[src/rtl/multicycle_control_unit.sv]
// Sequenced RV32I control unit: one instruction at a time through DECODE, EXEC, MEM and WB.
// Controls are decoded from the state and the latched instruction fields.
module multicycle_control_unit #(
    parameter bit          EN_IMM_OPS  = 1'b1,
    parameter int unsigned MEM_TIMEOUT = 16
) (
    input  logic        clk,
    input  logic        rst_n,
    input  logic        instr_valid,
    output logic        instr_ready,
    input  logic [31:0] instr,
    input  logic        mem_ready,
    output logic        mem_req,
    output logic        mem_we,
    output logic [3:0]  alu_control_signal,
    output logic        alu_src_imm,
    output logic        regwrite_control_signal,
    output logic        branch_eval,
    output logic        pc_update,
    output logic        illegal_instr,
    output logic        mem_err,
    output logic        busy
);
    localparam int unsigned OP_W  = 7;
    localparam int unsigned F3_W  = 3;
    localparam int unsigned ALU_W = 4;
    localparam int unsigned CNT_W = 8;
    localparam logic [CNT_W-1:0] CNT_LAST = CNT_W'(MEM_TIMEOUT - 1);

    localparam logic [OP_W-1:0] OPC_RTYPE  = 7'b0110011;
    localparam logic [OP_W-1:0] OPC_OPIMM  = 7'b0010011;
    localparam logic [OP_W-1:0] OPC_LOAD   = 7'b0000011;
    localparam logic [OP_W-1:0] OPC_STORE  = 7'b0100011;
    localparam logic [OP_W-1:0] OPC_BRANCH = 7'b1100011;

    typedef enum logic [2:0] {
        S_IDLE,
        S_DECODE,
        S_EXEC,
        S_MEM,
        S_WB
    } state_e;

    typedef enum logic [2:0] {
        C_RTYPE,
        C_OPIMM,
        C_LOAD,
        C_STORE,
        C_BRANCH,
        C_ILLEGAL
    } iclass_e;

    state_e            state_q, state_d;
    logic [OP_W-1:0]   opcode_q, opcode_d;
    logic [F3_W-1:0]   funct3_q, funct3_d;
    logic              bit30_q, bit30_d;
    logic [CNT_W-1:0]  cnt_q, cnt_d;
    logic [ALU_W-1:0]  alu_q, alu_d;
    iclass_e           iclass_c;
    logic [ALU_W-1:0]  alu_exec_c;
    logic              unused_instr_bits;

    // Register indices and immediates belong to the datapath; only opcode, funct3 and bit 30 are kept.
    assign unused_instr_bits = ^{instr[31], instr[29:15], instr[11:7]};

    always_ff @(posedge clk or negedge rst_n) begin
        if (!rst_n) begin
            state_q  <= S_IDLE;
            opcode_q <= '0;
            funct3_q <= '0;
            bit30_q  <= 1'b0;
            cnt_q    <= '0;
            alu_q    <= '0;
        end else begin
            state_q  <= state_d;
            opcode_q <= opcode_d;
            funct3_q <= funct3_d;
            bit30_q  <= bit30_d;
            cnt_q    <= cnt_d;
            alu_q    <= alu_d;
        end
    end

    // Instruction class of the latched word; reserved branch funct3 values are illegal.
    always_comb begin
        iclass_c = C_ILLEGAL;
        case (opcode_q)
            OPC_RTYPE:  iclass_c = C_RTYPE;
            OPC_OPIMM:  iclass_c = EN_IMM_OPS ? C_OPIMM : C_ILLEGAL;
            OPC_LOAD:   iclass_c = C_LOAD;
            OPC_STORE:  iclass_c = C_STORE;
            OPC_BRANCH: iclass_c = (funct3_q[2:1] == 2'b01) ? C_ILLEGAL : C_BRANCH;
            default:    iclass_c = C_ILLEGAL;
        endcase
    end

    always_comb begin
        alu_exec_c = '0;
        case (iclass_c)
            C_RTYPE: alu_exec_c = {bit30_q, funct3_q};
            C_OPIMM: alu_exec_c = {(funct3_q == 3'b101) & bit30_q, funct3_q};
            C_BRANCH: begin
                case (funct3_q[2:1])
                    2'b00:   alu_exec_c = 4'b1000;
                    2'b10:   alu_exec_c = 4'b0010;
                    default: alu_exec_c = 4'b0011;
                endcase
            end
            default: alu_exec_c = '0;
        endcase
    end

    always_comb begin
        state_d                 = state_q;
        opcode_d                = opcode_q;
        funct3_d                = funct3_q;
        bit30_d                 = bit30_q;
        cnt_d                   = cnt_q;
        alu_d                   = alu_q;
        instr_ready             = 1'b0;
        busy                    = 1'b1;
        mem_req                 = 1'b0;
        mem_we                  = 1'b0;
        alu_control_signal      = alu_q;
        alu_src_imm             = 1'b0;
        regwrite_control_signal = 1'b0;
        branch_eval             = 1'b0;
        pc_update               = 1'b0;
        illegal_instr           = 1'b0;
        mem_err                 = 1'b0;

        case (state_q)
            S_IDLE: begin
                busy        = 1'b0;
                instr_ready = 1'b1;
                if (instr_valid) begin
                    opcode_d = instr[6:0];
                    funct3_d = instr[14:12];
                    bit30_d  = instr[30];
                    state_d  = S_DECODE;
                end
            end
            S_DECODE: begin
                if (iclass_c == C_ILLEGAL) begin
                    illegal_instr = 1'b1;
                    state_d       = S_IDLE;
                end else begin
                    state_d = S_EXEC;
                end
            end
            S_EXEC: begin
                alu_control_signal = alu_exec_c;
                alu_d              = alu_exec_c;
                cnt_d              = '0;
                case (iclass_c)
                    C_RTYPE: state_d = S_WB;
                    C_OPIMM: begin
                        alu_src_imm = 1'b1;
                        state_d     = S_WB;
                    end
                    C_LOAD, C_STORE: begin
                        alu_src_imm = 1'b1;
                        state_d     = S_MEM;
                    end
                    C_BRANCH: begin
                        branch_eval = 1'b1;
                        pc_update   = 1'b1;
                        state_d     = S_IDLE;
                    end
                    default: state_d = S_IDLE;
                endcase
            end
            // mem_ready is checked before the timeout so a last-cycle completion still retires.
            S_MEM: begin
                mem_req = 1'b1;
                mem_we  = (iclass_c == C_STORE);
                if (mem_ready) begin
                    if (iclass_c == C_STORE) begin
                        pc_update = 1'b1;
                        state_d   = S_IDLE;
                    end else begin
                        state_d = S_WB;
                    end
                end else if (cnt_q == CNT_LAST) begin
                    mem_err = 1'b1;
                    state_d = S_IDLE;
                end else begin
                    cnt_d = cnt_q + CNT_W'(1);
                end
            end
            S_WB: begin
                regwrite_control_signal = 1'b1;
                pc_update               = 1'b1;
                state_d                 = S_IDLE;
            end
            default: state_d = S_IDLE;
        endcase
    end
endmodule

[config.mk]
export PLATFORM = sky130hd
export DESIGN_NAME = multicycle_control_unit
export DESIGN_NICKNAME = d
export VERILOG_FILES = /design/src/rtl/multicycle_control_unit.sv
export SDC_FILE = /design/constraint.sdc
export NUM_CORES = 1
export LEC_CHECK = 0
export ABC_AREA = 1
export BUFFER_PORTS_ARGS = -buffer_cell sky130_fd_sc_hd__buf_2
export CORE_MARGIN = 10
export CORE_UTILIZATION = 40
export CTS_BUF_LIST = sky130_fd_sc_hd__clkbuf_16
export CTS_CLUSTER_SIZE = 20
export DETAILED_ROUTE_END_ITERATION = 16
export GPL_ROUTABILITY_DRIVEN = 0
export PLACE_DENSITY = 0.63
export SETUP_SLACK_MARGIN = 0.05
export SYNTH_ARGS = -nofsm -noshare
export SYNTH_HDL_FRONTEND = slang
export SYNTH_SLANG_ARGS = --single-unit
[constraint.sdc]
create_clock -name clk -period 1.9 [get_ports clk]
set_clock_uncertainty 0.05 [all_clocks]
set_input_delay 0.095 -clock clk [delete_from_list [all_inputs] [get_ports clk]]
set_output_delay 0.095 -clock clk [all_outputs]
set_load 0.1 [all_outputs]
==> run_results.csv <==
group,metric,value,unit
run_status,status,"finished clean",
die,die_width,80.58,um
place,numPortBuffers,28,
sta,tns,0,ps
layout,finalNetCount,270,
layout,final_area,2117,um^2
place,placed_area,1862,um^2
synthesis,synth-main-ff-cell,"dfrtp_1",
synthesis,ys_ff_latch,26,
global_route,gr-total-overflow,0,
global_route,grt_usage,11.58,%
die,start_util,42.64,%
place,dp_hpwl,2496,um
global_route,grt_pass1_wl,6016,um
layout,nFillCells,320,
setup_path,reg2regPathDepth,5,
pwr,p_int,1369,uW
sta,fmax,547.9,MHz
setup_path,critPathKind,"flop to output port",
layout,multi_input_area,810.8,um^2
route,drt_first_pass_iters,4,
place,pre_cts_ws,278.4,ps
setup_path,worst_setup_path_start_kind,"flop",
min_path,holdPathStages,2,
die,core,3442,um^2
sta,whs,3.230,ps
setup_path,rrSetupSlack,310,ps
die,ios,50,
route,drt-total-wl,3501,um
setup_path,cp_data_required_time,1750,ps
pwr,p_sw_share,45.82,%
flow_run,maxCapViolCount,0,
pwr,ir_drop,0.0008767,V
setup_path,cp_max_fo,3,
layout,regArea,654.4,um^2
synthesis,ys_warn_count,0,
route,via_per_inst,4.802,
layout,area_growth,44.25,%
global_route,antenna_found_initial,0,
global_route,grt_max_degree,27,
synthesis,async_reset_ff_share,100.0,%
synthesis,synth_area_per_cell,7.807,um^2
clock_network,clk_latency,260,ps
pwr,combPwrFrac,47.4,%
synthesis,syn_area,1468,um^2
pwr,powerDensity,1193,nW/um^2
synthesis,synth_nets,225,
sta,hold_viol,0,
global_route,grt_pass1_vias,1310,
setup_path,endpoint_kind,"output port",
setup_path,r2r_start,"state_q[0]",
clock_network,cts-root-buf,"clkbuf_16",
route,drc_errors,0,
clock_network,cts_tree,"yes",
synthesis,synthDistinctLibCells,25,
sta,fin_crit,1825,ps
layout,drive_gt1_share,40.09,%
sta,slew_viol_final,0,
route,antenna_left,0,
clock_network,numClockSinks,26,
route,drt_first_iter_violations,82,
min_path,hold_end,"funct3_q[0]",
layout,antenna_cells,0,
route,wl_per_cell,12.59,um
clock_network,clkSlewWorstSetupHoldPaths,70,ps
sta,slew_headroom,60.35,%
die,row_count,21,
setup_path,cp.arrival,1680,ps
route,via_count,1335,
synthesis,synth_cells,188,
clock_network,htree_levels,1,
pwr,seq_power_share,33.7,%
pwr,p_leak,0.001008,uW
sta,fin_ws,74.84,ps
die,die_h,80.58,um
sta,rsz0062_at_grt,"yes",
clock_network,clockBufferDepth,2,
setup_path,r2r_end,"opcode_q[2]",
min_path,hold_path_class,"primary input to flop",
min_path,hp-start,"instr[12]",
synthesis,ys_seq_area_share,44.33,%
sta,final.period_utilization,96.06,%
pwr,p_switching,1158,uW
synthesis,synth_edf_count,0,
clock_network,cts_made_buffers,3,
sta,setup_viol,0,
sta,tightestPinTransition,594.7,ps
pwr,clkPwrFrac,18.9,%
die,dieArea,6492,um^2
==> through the flow <==
step,power [uW],instances,utilization [%]
2_1_floorplan,1655,188,-
3_3_place_gp,1898,261,54.09
3_5_place_dp,1905,261,54.09
4_1_cts,2415,271,58.20
5_1_grt,2685,278,61.50
6_report,2526,278,61.50
==> cells in the mapped netlist, types with 2 or more instances <==
cell | count | area share, %
nand2_1 | 48 | 12
dfrtp_1 | 26 | 44
nor2_1 | 24 | 6.1
inv_1 | 19 | 4.9
nand3_1 | 16 | 5.5
o21ai_1 | 8 | 2.7
a21oi_1 | 6 | 2.0
inv_2 | 6 | 1.5
mux2_1 | 5 | 3.8
o21ai_2 | 5 | 3.0
nor3_1 | 4 | 1.4
nand4_1 | 3 | 1.3
buf_6 | 2 | 1.5
mux2_4 | 2 | 2.0
nand2_2 | 2 | 0.85
nor3_2 | 2 | 1.4
or2_2 | 2 | 0.85
==> worst max-delay path, cell delays in order, from the launching register on <==
cell	delay, ps
dfrtp_1	400
nor2_2	120
nand2_2	90
inv_2	80
nand2_2	60
nor2_4	130
nand2_2	100
buf_4	150
nor2_4	90
buf_12	180
==> area by class of cell <==
cell class,count,area share (%)
clock buffers,3,3.546
clock inverters,1,0.1773
inverters,25,4.433
multi-input cells,134,38.30
flip-flops and latches,26,30.91
well taps,46,2.719
repair buffers,43,19.92
==> power by group through the flow <==
stage          clock network [uW]  logic, uW  registers [uW]
3_5_place_dp                    0       1070             839
4_1_cts                       490       1100             823
2_1_floorplan                   0        864             792
3_3_place_gp                    0       1060             839
6_report                      477       1200             851
5_1_grt                       514       1300             873
==> per-layer routing <==
metal  share of wire [%]  track usage [%]  vias up
met5                   0                0        -
met4                 1.5            4.225        0
met3                 6.6            4.232        6
met2                  44            16.48       28
met1                  48            15.47      615
li1                    -                -      686
==> state kept, by name, summed over array words and instances, names as in the netlist <==
signal	count
alu_q	4
bit30_q	1
cnt_q	8
funct3_q	3
opcode_q	7
state_q	3
==> placed cells by master (no fill, tap or decap), drive strengths merged <==
master | Yosys | final
clkbuf | 1 | 4
nand3 | 17 | 17
inv | 25 | 25
dfrtp | 26 | 26
clkinv | 0 | 1
o21ai | 13 | 13
ha | 1 | 1
nand3b | 1 | 1
nand2 | 50 | 50
nor2 | 26 | 26
buf | 2 | 37
or2 | 3 | 3
mux2 | 7 | 7
nor3 | 6 | 6
a21oi | 6 | 6
xor2 | 1 | 1
nand4 | 3 | 3
dlygate4sd3 | 0 | 5
==> worst max-delay path by stage <==
stage / start / end
2_1_floorplan: state_q[0] / state_q[0]
3_3_place_gp: opcode_q[4] / alu_control_signal[1]
3_5_place_dp: opcode_q[4] / alu_control_signal[1]
4_1_cts: cnt_q[0] / mem_err
5_1_grt: opcode_q[5] / branch_eval
6_report: opcode_q[2] / branch_eval
==> cell families (layout without fill, tap and decap cells) <==
| kind of cell | Yosys count | in the layout | share of synthesized area [%] |
|---|---|---|---|
| and+or+nand+nor | 106 | 106 | 32.40 |
| xor gates and xnor gates | 1 | 1 | 0.5969 |
| muxes | 7 | 7 | 5.882 |
| buffers and inverters | 28 | 72 | 8.184 |
| DFF | 26 | 26 | 44.33 |
| AOI/OAI and AO/OA | 19 | 19 | 7.758 |
| adders and majority gates | 1 | 1 | 0.8524 |
==> timing repair <==
action	4_1_cts	5_1_grt
hold endpoints to repair	30	0
buffers inserted	1	7
pin swaps	0	7
resized for setup	2	22
hold buffers	5	0
setup endpoints to repair	4	8
No activity file was read; power rests on OpenSTA's default activity.
